===== src/rtl/host_msix_monitor.sv =====
// MSI-X write monitor: snoops host DW writes against a programmable vector table
// and raises sticky per-vector pending bits with saturating hit counters.

module host_msix_vec #(
  parameter int ADDR_W = 64,
  parameter int DATA_W = 32,
  parameter int CNT_W  = 8,
  parameter int IDX_W  = 2,
  parameter int IDX    = 0
) (
  input  logic              clk,
  input  logic              rst,
  input  logic              s1_vld,
  input  logic [ADDR_W-1:0] s1_addr,
  input  logic [DATA_W-1:0] s1_data,
  input  logic              cfg_we,
  input  logic [IDX_W-1:0]  cfg_idx,
  input  logic [ADDR_W-1:0] cfg_addr,
  input  logic [DATA_W-1:0] cfg_data,
  input  logic              cfg_en,
  input  logic              clr_valid,
  input  logic [IDX_W-1:0]  clr_idx,
  output logic              pending,
  output logic [CNT_W-1:0]  count,
  output logic              ovf
);
  logic              en;
  logic [ADDR_W-1:0] addr;
  logic [DATA_W-1:0] data;
  logic              sel_cfg, sel_clr, hit;

  // Out-of-range indices never equal IDX, so they fall through as no-ops.
  assign sel_cfg = cfg_we    && (cfg_idx == IDX_W'(IDX));
  assign sel_clr = clr_valid && (clr_idx == IDX_W'(IDX));
  assign hit     = s1_vld && en && (s1_addr == addr) && (s1_data == data);

  always_ff @(posedge clk or posedge rst) begin
    if (rst) begin
      en   <= 1'b0;
      addr <= '0;
      data <= '0;
    end else if (sel_cfg) begin
      en   <= cfg_en;
      addr <= cfg_addr;
      data <= cfg_data;
    end
  end

  // A hit landing on the same edge as a clear wins and restarts the count at 1.
  always_ff @(posedge clk or posedge rst) begin
    if (rst) begin
      pending <= 1'b0;
      count   <= '0;
      ovf     <= 1'b0;
    end else if (hit) begin
      pending <= 1'b1;
      if (sel_clr) begin
        count <= CNT_W'(1);
        ovf   <= 1'b0;
      end else if (&count) begin
        ovf   <= 1'b1;
      end else begin
        count <= count + CNT_W'(1);
      end
    end else if (sel_clr) begin
      pending <= 1'b0;
      count   <= '0;
      ovf     <= 1'b0;
    end
  end
endmodule

module host_msix_monitor #(
  parameter  int NUM_VEC = 4,
  parameter  int ADDR_W  = 64,
  parameter  int DATA_W  = 32,
  parameter  int CNT_W   = 8,
  localparam int IDX_W   = (NUM_VEC > 1) ? $clog2(NUM_VEC) : 1
) (
  input  logic               clk,
  input  logic               rst,
  input  logic               wr_valid,
  input  logic [ADDR_W-1:0]  wr_addr,
  input  logic [DATA_W-1:0]  wr_data,
  input  logic               cfg_we,
  input  logic [IDX_W-1:0]   cfg_idx,
  input  logic [ADDR_W-1:0]  cfg_addr,
  input  logic [DATA_W-1:0]  cfg_data,
  input  logic               cfg_en,
  input  logic [NUM_VEC-1:0] vec_mask,
  input  logic               clr_valid,
  input  logic [IDX_W-1:0]   clr_idx,
  output logic               clr_ready,
  output logic [NUM_VEC-1:0] intr_pending,
  output logic [NUM_VEC-1:0] intr_out,
  output logic               intr_any,
  input  logic [IDX_W-1:0]   cnt_rd_idx,
  output logic [CNT_W-1:0]   cnt_rd_data,
  output logic               ovf_rd
);
  typedef struct packed {
    logic              vld;
    logic [ADDR_W-1:0] addr;
    logic [DATA_W-1:0] data;
  } beat_t;

  beat_t                           s1;
  logic [NUM_VEC-1:0][CNT_W-1:0]   count;
  logic [NUM_VEC-1:0]              ovf;
  logic [CNT_W-1:0]                rd_cnt;
  logic                            rd_ovf;

  always_ff @(posedge clk or posedge rst) begin
    if (rst) s1 <= '0;
    else     s1 <= {wr_valid, wr_addr, wr_data};
  end

  for (genvar v = 0; v < NUM_VEC; v++) begin : g_vec
    host_msix_vec #(
      .ADDR_W(ADDR_W), .DATA_W(DATA_W), .CNT_W(CNT_W), .IDX_W(IDX_W), .IDX(v)
    ) u_vec (
      .clk       (clk),
      .rst       (rst),
      .s1_vld    (s1.vld),
      .s1_addr   (s1.addr),
      .s1_data   (s1.data),
      .cfg_we    (cfg_we),
      .cfg_idx   (cfg_idx),
      .cfg_addr  (cfg_addr),
      .cfg_data  (cfg_data),
      .cfg_en    (cfg_en),
      .clr_valid (clr_valid),
      .clr_idx   (clr_idx),
      .pending   (intr_pending[v]),
      .count     (count[v]),
      .ovf       (ovf[v])
    );
  end

  assign clr_ready = 1'b1;
  assign intr_out  = intr_pending & ~vec_mask;
  assign intr_any  = |intr_out;

  always_comb begin
    rd_cnt = '0;
    rd_ovf = 1'b0;
    for (int v = 0; v < NUM_VEC; v++) begin
      if (cnt_rd_idx == IDX_W'(v)) begin
        rd_cnt = count[v];
        rd_ovf = ovf[v];
      end
    end
  end

  always_ff @(posedge clk or posedge rst) begin
    if (rst) begin
      cnt_rd_data <= '0;
      ovf_rd      <= 1'b0;
    end else begin
      cnt_rd_data <= rd_cnt;
      ovf_rd      <= rd_ovf;
    end
  end
endmodule


===== config.mk =====
export PLATFORM = sky130hd
export DESIGN_NAME = host_msix_monitor
export DESIGN_NICKNAME = d
export VERILOG_FILES = /design/src/rtl/host_msix_monitor.sv
export SDC_FILE = /design/constraint.sdc
export NUM_CORES = 1
export LEC_CHECK = 0
export ABC_AREA = 1
export CAP_MARGIN = 20
export CORE_ASPECT_RATIO = 0.9
export CORE_MARGIN = 8
export CORE_UTILIZATION = 53
export CTS_CLUSTER_SIZE = 24
export DETAILED_ROUTE_END_ITERATION = 8
export PLACE_DENSITY = 0.84
export SKIP_LAST_GASP = 1
export SYNTH_ARGS = -nofsm -noshare
export SYNTH_HDL_FRONTEND = slang
export SYNTH_SLANG_ARGS = --single-unit

===== constraint.sdc =====
create_clock -name clk -period 19.7 [get_ports clk]
set_clock_uncertainty 0.1 [all_clocks]
set_input_delay 3.94 -clock clk [delete_from_list [all_inputs] [get_ports clk]]
set_output_delay 3.94 -clock clk [all_outputs]
set_load 0.02 [all_outputs]

# [Word-level counts from Yosys, hierarchy flattened]
# Index checks and enable logic that the tools add are counted.
[totals] ff_bits=534 inputBits=208 out_inout_bits=19 word_cells=144
[op_classes] addsub=4 n_eq_ne=21 mux=44 bitwise_logic=2 reduce_logical=44
[ops] cell="$eq 64x64->1" n=4
[ops] cell="$mux 8" n=20
[ops] cell="$eq 32x32->1" n=4
[ops] cell="$add 8x1->8 const B" n=4
[ops] cell="$reduce_and 8->1" n=4
[ops] cell="$mux 1" n=24
[ops] cell="$logic_and 1x1->1" n=20
[ops] cell="$reduce_and 2->1" n=8
[ops] cell="$reduce_bool 2->1" n=8
[ops] cell="$eq 2x2->1 const B" n=6
[ops] cell="$ne 2x1->1 const B" n=4
[ops] cell="$eq 2x1->1 const B" n=3
[ops] cell="$logic_not 2->1" n=3
[ops] cell="$and 4x4->4" n=1
[ops] cell="$not 4->4" n=1
[ops] cell="$reduce_or 4->1" n=1

# [Logic depth before layout (Yosys ltp)]
[depth] word_depth=5 mapped_depth=15 mapped_depth_nobuf=14

# [Cells and area by module]
# A second synthesis with hierarchy kept.
[hier_totals] hier_cells=4569 area_unflattened_um2=31222.4
[modules_own_cells] mod="host_msix_vec at g_vec[1].u_vec ..." instances=2 cells_per_inst=1098 area_per_inst_um2=7063.0 seq_area_each_um2=2677.6
[modules_own_cells] mod="host_msix_vec at g_vec[0].u_vec" instances=1 cells_per_inst=1099 area_per_inst_um2=7063.0 seq_area_each_um2=2677.6
[modules_own_cells] mod="host_msix_vec at g_vec[3].u_vec" instances=1 cells_per_inst=1100 area_per_inst_um2=7035.5 seq_area_each_um2=2677.6
[modules_own_cells] mod="host_msix_monitor" instances=1 cells_per_inst=174 area_per_inst_um2=2997.9 seq_area_each_um2=2652.5

# [Worst setup path before layout]
# Ideal clock, no wire load.
[synth_timing] kind="input port to output port" from="input vec_mask[2]" to="output intr_any" arrival_time_ps=4681 required_time_ps=15660 setup_slack_ps=10979 path_stages=2 path_buffers=0 path_cell_list="nor2_1 or4_1"
[synth_between] elab_chain_cells=3
[synth_rtl] item="start, declared" line="90" text="input logic [NUM_VEC-1:0] vec_mask,"
[synth_rtl] item="$not 4->4" line="141" text="assign intr_out = intr_pending & ~vec_mask;"
[synth_rtl] item="$and 4x4->4" line="141"
[synth_rtl] item="$reduce_or 4->1" line="142" text="assign intr_any = |intr_out;"
[synth_rtl] item="end, declared" line="96" text="output logic intr_any,"
# Every way passes these cells.

# [Worst setup path in the final report]
# Ends and elaborated chain as after synthesis.

==> results_tabular.tex <==
\begin{tabular}{lr}
\hline
Metric & Value \\
\hline
\multicolumn{2}{l}{\textbf{CTS}} \\
TritonCTS clock tree & done \\
Cell at the root of the clock tree & sky130\_fd\_sc\_hd\_\_clkbuf\_16 \\
Number of buffers inserted to repair setup after CTS & 0 \\
Post-cts sizing count & 0 \\
Post-CTS Hold Buffers & 0 \\
TritonCTS Buffers & 54 \\
Clock network latency to the later pin of the worst-skew pair & around 0.62 ns \\
Clock Sink Count & 534 \\
Worst-case clock buffer depth & 3 \\
Total number of H-tree levels & 2 \\
Clock edge transition at the registers on the reported setup and hold paths & $\sim$0.060 ns \\
\multicolumn{2}{l}{\textbf{Timing}} \\
Max-Slew Margin vs Limit & 0.188 \\
Final Max Slew Viols & 0 \\
Transition time at the pin with the least slew margin & around 1.2 ns \\
Final period utilization & 0.485 \\
Setup repair after global routing missed its margin & false \\
Period minus WS final & 9.55 ns \\
Final setup viols & 0 \\
Fmax & 105 MHz \\
Post-Route Setup TNS & 0 ns \\
Number of hold-slack violations in the final timing report & 0 \\
Minimum hold slack & slightly below 0.4 ns \\
\multicolumn{2}{l}{\textbf{Place}} \\
Routability congestion estimate from global placement & between 1 and 1.5 \\
Detailed-placement wirelength estimate & 104000 µm \\
\# port buffers & between 200 and 250 \\
DP Cell Count & 5026 \\
\multicolumn{2}{l}{\textbf{Synthesis}} \\
Unique masters post-synth & 38 \\
Yosys synthesis warning count & 0 \\
Post-synthesis instance area & $\sim$29000 µm² \\
Flip-flop and latch count after synthesis & 534 \\
Sequential element share of the synthesized area & 0.466 \\
Number of instances in the synthesized netlist & about 4200 \\
Post-Syn Area per Cell & about 6.8 µm² \\
Net count after synthesis & 4401 \\
\multicolumn{2}{l}{\textbf{Global route}} \\
Pin count of the biggest net entering global routing & roughly 130 \\
First-pass GRT wire length & between 150000 and 200000 µm \\
Total global routing track utilization & 0.409 \\
Global route overflow & 0 \\
Via count of the first global-routing pass & about 27000 \\
Number of antenna violations at the first check in global routing & 18 \\
\multicolumn{2}{l}{\textbf{Floorplanning}} \\
Chip Width & 261 µm \\
Starting utilization of the core area & 0.532 \\
I/O pin cnt & approximately 230 \\
Area of the die & slightly above 60000 µm² \\
Placement row count & between 80 and 90 \\
Die Ht & approximately 240 µm \\
Area of the core & roughly 54000 µm² \\
\multicolumn{2}{l}{\textbf{Power}} \\
Register share of total power & 0.431 \\
Reported net switching power & roughly 1.1 mW \\
Clock network fraction of design power & 0.339 \\
IR drop worst, VDD & approximately 74 µV \\
Relative contribution of combinational cells to total power & 0.230 \\
Power per cell area & 96.1 nW/µm² \\
Switch share & 0.351 \\
Internal power & 2.08 mW \\
Total leakage power & between 15 and 20 nW \\
\multicolumn{2}{l}{\textbf{Detailed routing}} \\
Iteration-0 DRC Markers & 4078 \\
Total via count in the routed design & between 20000 and 30000 \\
DRC violation count after routing & 0 \\
Wire length per cell after detailed routing & 24.9 µm \\
WL final & $\sim$130000 µm \\
Per-cell via count in the routed design & approximately 5.6 \\
Antenna-violating nets left & 0 \\
Drt pass-1 iters & 6 \\
\multicolumn{2}{l}{\textbf{Final layout}} \\
Final layout net count & 4589 \\
Area growth, synth to finish & 16.4\% \\
Share of cells above drive strength 1 & 0.0416 \\
Post-route non-filler standard cell count & between 5000 and 6000 \\
\multicolumn{2}{l}{\textbf{Worst hold path}} \\
Tightest Hold Check Type & reg -> reg \\
\multicolumn{2}{l}{\textbf{Flow run}} \\
Count of max-cap constraint violations & 0 \\
\multicolumn{2}{l}{\textbf{Setup path}} \\
Critical Path Sink Type & primary output \\
Startpoint type of the worst setup path & input pin \\
Crit Path Class & in -> out \\
CP Data Required Time & 15.66 ns \\
Data arrival time at the worst-slack endpoint & 5.51 ns \\
Largest fanout of any net on the critical path & 2 \\
\multicolumn{2}{l}{\textbf{Run status}} \\
Status & finished clean \\
\hline
\end{tabular}
final cells by class:
class,count,area (µm²)
fill,4799,20500
sequential,534,13400
multi-input combinational,2881,12400
inverter,667,2510
timing repair buffer,239,2360
clock buffer,75,1590
tap,705,882
clock inverter,22,267
antenna,9,22.5
logic make-up (layout without fill, tap and decap cells):
logic type | after synthesis | count (layout) | share of synthesized area
compound gates | 460 | 460 | 0.0812
flops | 534 | 534 | 0.466
fa+ha+maj | 4 | 4 | 0.00174
simple gates | 2326 | 2326 | 0.320
other cells | 1 | 10 | 0.000131
buf+inv | 774 | 1003 | 0.104
xor+xnor | 90 | 90 | 0.0275
synth_stat cells:
| master | count | share of area |
|---|---|---|
| sky130_fd_sc_hd__nand2_1 | 1744 | 0.23 |
| sky130_fd_sc_hd__inv_1 | 617 | 0.081 |
| sky130_fd_sc_hd__dfrtp_1 | 534 | 0.47 |
| sky130_fd_sc_hd__o21ai_0 | 431 | 0.075 |
| sky130_fd_sc_hd__nor2_1 | 379 | 0.050 |
| sky130_fd_sc_hd__nand3_1 | 87 | 0.015 |
| sky130_fd_sc_hd__clkbuf_1 | 77 | 0.010 |
| sky130_fd_sc_hd__nand4_1 | 71 | 0.015 |
| sky130_fd_sc_hd__xnor2_1 | 65 | 0.020 |
| sky130_fd_sc_hd__inv_2 | 48 | 0.0063 |
| sky130_fd_sc_hd__xor2_1 | 25 | 0.0076 |
| sky130_fd_sc_hd__buf_4 | 15 | 0.0039 |
| sky130_fd_sc_hd__a21oi_1 | 12 | 0.0021 |
| sky130_fd_sc_hd__buf_1 | 10 | 0.0013 |
| sky130_fd_sc_hd__nand3b_1 | 9 | 0.0024 |
| sky130_fd_sc_hd__nor2_2 | 8 | 0.0017 |
| sky130_fd_sc_hd__o21ai_1 | 7 | 0.0012 |
| sky130_fd_sc_hd__nand3_2 | 5 | 0.0017 |
| sky130_fd_sc_hd__nor3_1 | 5 | 0.00087 |
| sky130_fd_sc_hd__o22ai_1 | 5 | 0.0011 |
| sky130_fd_sc_hd__buf_2 | 4 | 0.00070 |
| sky130_fd_sc_hd__ha_1 | 4 | 0.0017 |
| sky130_fd_sc_hd__nand2_2 | 4 | 0.00087 |
| sky130_fd_sc_hd__and2_1 | 3 | 0.00065 |
| sky130_fd_sc_hd__nor2_4 | 3 | 0.0012 |
| sky130_fd_sc_hd__a221oi_1 | 2 | 0.00061 |
| sky130_fd_sc_hd__and3_1 | 2 | 0.00044 |
| sky130_fd_sc_hd__clkinv_1 | 2 | 0.00026 |
| sky130_fd_sc_hd__nor3_2 | 2 | 0.00070 |
| sky130_fd_sc_hd__buf_6 | 1 | 0.00039 |
| sky130_fd_sc_hd__conb_1 | 1 | 0.00013 |
| sky130_fd_sc_hd__nand2_4 | 1 | 0.00039 |
| sky130_fd_sc_hd__nor3b_1 | 1 | 0.00026 |
| sky130_fd_sc_hd__o2111ai_1 | 1 | 0.00031 |
| sky130_fd_sc_hd__o21ai_2 | 1 | 0.00031 |
| sky130_fd_sc_hd__o22ai_2 | 1 | 0.00044 |
| sky130_fd_sc_hd__or2_2 | 1 | 0.00022 |
| sky130_fd_sc_hd__or4_1 | 1 | 0.00026 |
routing by layer:
metal / part of all wire / GRT usage / vias up
li1: - / - / 13047
met1: 0.40 / 0.567 / 13521
met2: 0.41 / 0.579 / 1836
met3: 0.13 / 0.122 / 301
met4: 0.057 / 0.202 / 14
met5: 0.00074 / 0 / -
sequential cells by signal, summed over array words and instances, names as in the netlist, 4 cells and up:
register             cells
g_vec.u_vec.addr       256
g_vec.u_vec.data       128
s1                      97
g_vec.u_vec.count       32
cnt_rd_data              8
g_vec.u_vec.en           4
g_vec.u_vec.ovf          4
g_vec.u_vec.pending      4
cells in the final DEF (no fill, tap or decap), types with 5 or more instances in the layout:
| master | netlist | final |
|---|---|---|
| sky130_fd_sc_hd__inv_1 | 617 | 616 |
| sky130_fd_sc_hd__clkbuf_1 | 77 | 6 |
| sky130_fd_sc_hd__buf_4 | 15 | 14 |
| sky130_fd_sc_hd__bufinv_16 | 0 | 5 |
| sky130_fd_sc_hd__inv_2 | 48 | 48 |
| sky130_fd_sc_hd__nor2_1 | 379 | 379 |
| sky130_fd_sc_hd__o22ai_1 | 5 | 5 |
| sky130_fd_sc_hd__diode_2 | 0 | 9 |
| sky130_fd_sc_hd__dfrtp_1 | 534 | 534 |
| sky130_fd_sc_hd__nand3_2 | 5 | 5 |
| sky130_fd_sc_hd__o21ai_1 | 7 | 7 |
| sky130_fd_sc_hd__nand3b_1 | 9 | 9 |
| sky130_fd_sc_hd__clkbuf_16 | 0 | 55 |
| sky130_fd_sc_hd__xnor2_1 | 65 | 65 |
| sky130_fd_sc_hd__xor2_1 | 25 | 25 |
| sky130_fd_sc_hd__o21ai_0 | 431 | 431 |
| sky130_fd_sc_hd__nor3_1 | 5 | 5 |
| sky130_fd_sc_hd__clkdlybuf4s50_1 | 0 | 225 |
| sky130_fd_sc_hd__clkinv_2 | 0 | 8 |
| sky130_fd_sc_hd__nand3_1 | 87 | 85 |
| sky130_fd_sc_hd__nand2_1 | 1744 | 1742 |
| sky130_fd_sc_hd__nand4_1 | 71 | 71 |
| sky130_fd_sc_hd__nor2_2 | 8 | 8 |
| sky130_fd_sc_hd__a21oi_1 | 12 | 12 |
| sky130_fd_sc_hd__clkbuf_8 | 0 | 14 |
final timing paths:
path | from | to | slack, ns | cells past startpoint
max in group asynchronous | rst | g_vec[2].u_vec.addr[28] | 11.91 | 6
hold / removal | g_vec[3].u_vec.en | g_vec[3].u_vec.en | 0.38 | 2
min in group asynchronous | rst | g_vec[2].u_vec.data[30] | 3.80 | 2
hold reg to reg | g_vec[3].u_vec.en | g_vec[3].u_vec.en | 0.38 | 2
setup reg to reg | s1[70] | g_vec[2].u_vec.count[5] | 16.49 | 11
setup / recovery | vec_mask[2] | intr_any | 10.15 | 4
critical path, stage by stage:
cell and delay, ns:
sky130_fd_sc_hd__clkdlybuf4s50_1 0.45, sky130_fd_sc_hd__nor2_1 0.05, sky130_fd_sc_hd__or4_1 0.52, sky130_fd_sc_hd__clkdlybuf4s50_1 0.55
through the flow:
stage / cell area, µm² / total power [mW] / setup slack (ns) / utilization
global placement: 31500 / 2.07 / 10.14 / 0.584
floorplan: 28700 / 1.75 / 0.736 / -
global route: 33400 / 3.32 / 10.09 / 0.619
detailed placement: 31500 / 2.09 / 10.14 / 0.584
CTS: 33400 / 3.17 / 10.14 / 0.619
finish: 33400 / 3.21 / 10.15 / 0.619
power by group through the flow:
stage / Clock (mW) / Sequential (mW) / Combinational (mW)
4_1_cts: 1.09 / 1.38 / 0.707
3_3_place_gp: 0 / 1.39 / 0.684
6_report: 1.09 / 1.38 / 0.737
2_1_floorplan: 0 / 1.34 / 0.406
3_5_place_dp: 0 / 1.39 / 0.702
5_1_grt: 1.13 / 1.40 / 0.791
(Power assumes the default switching activity.)
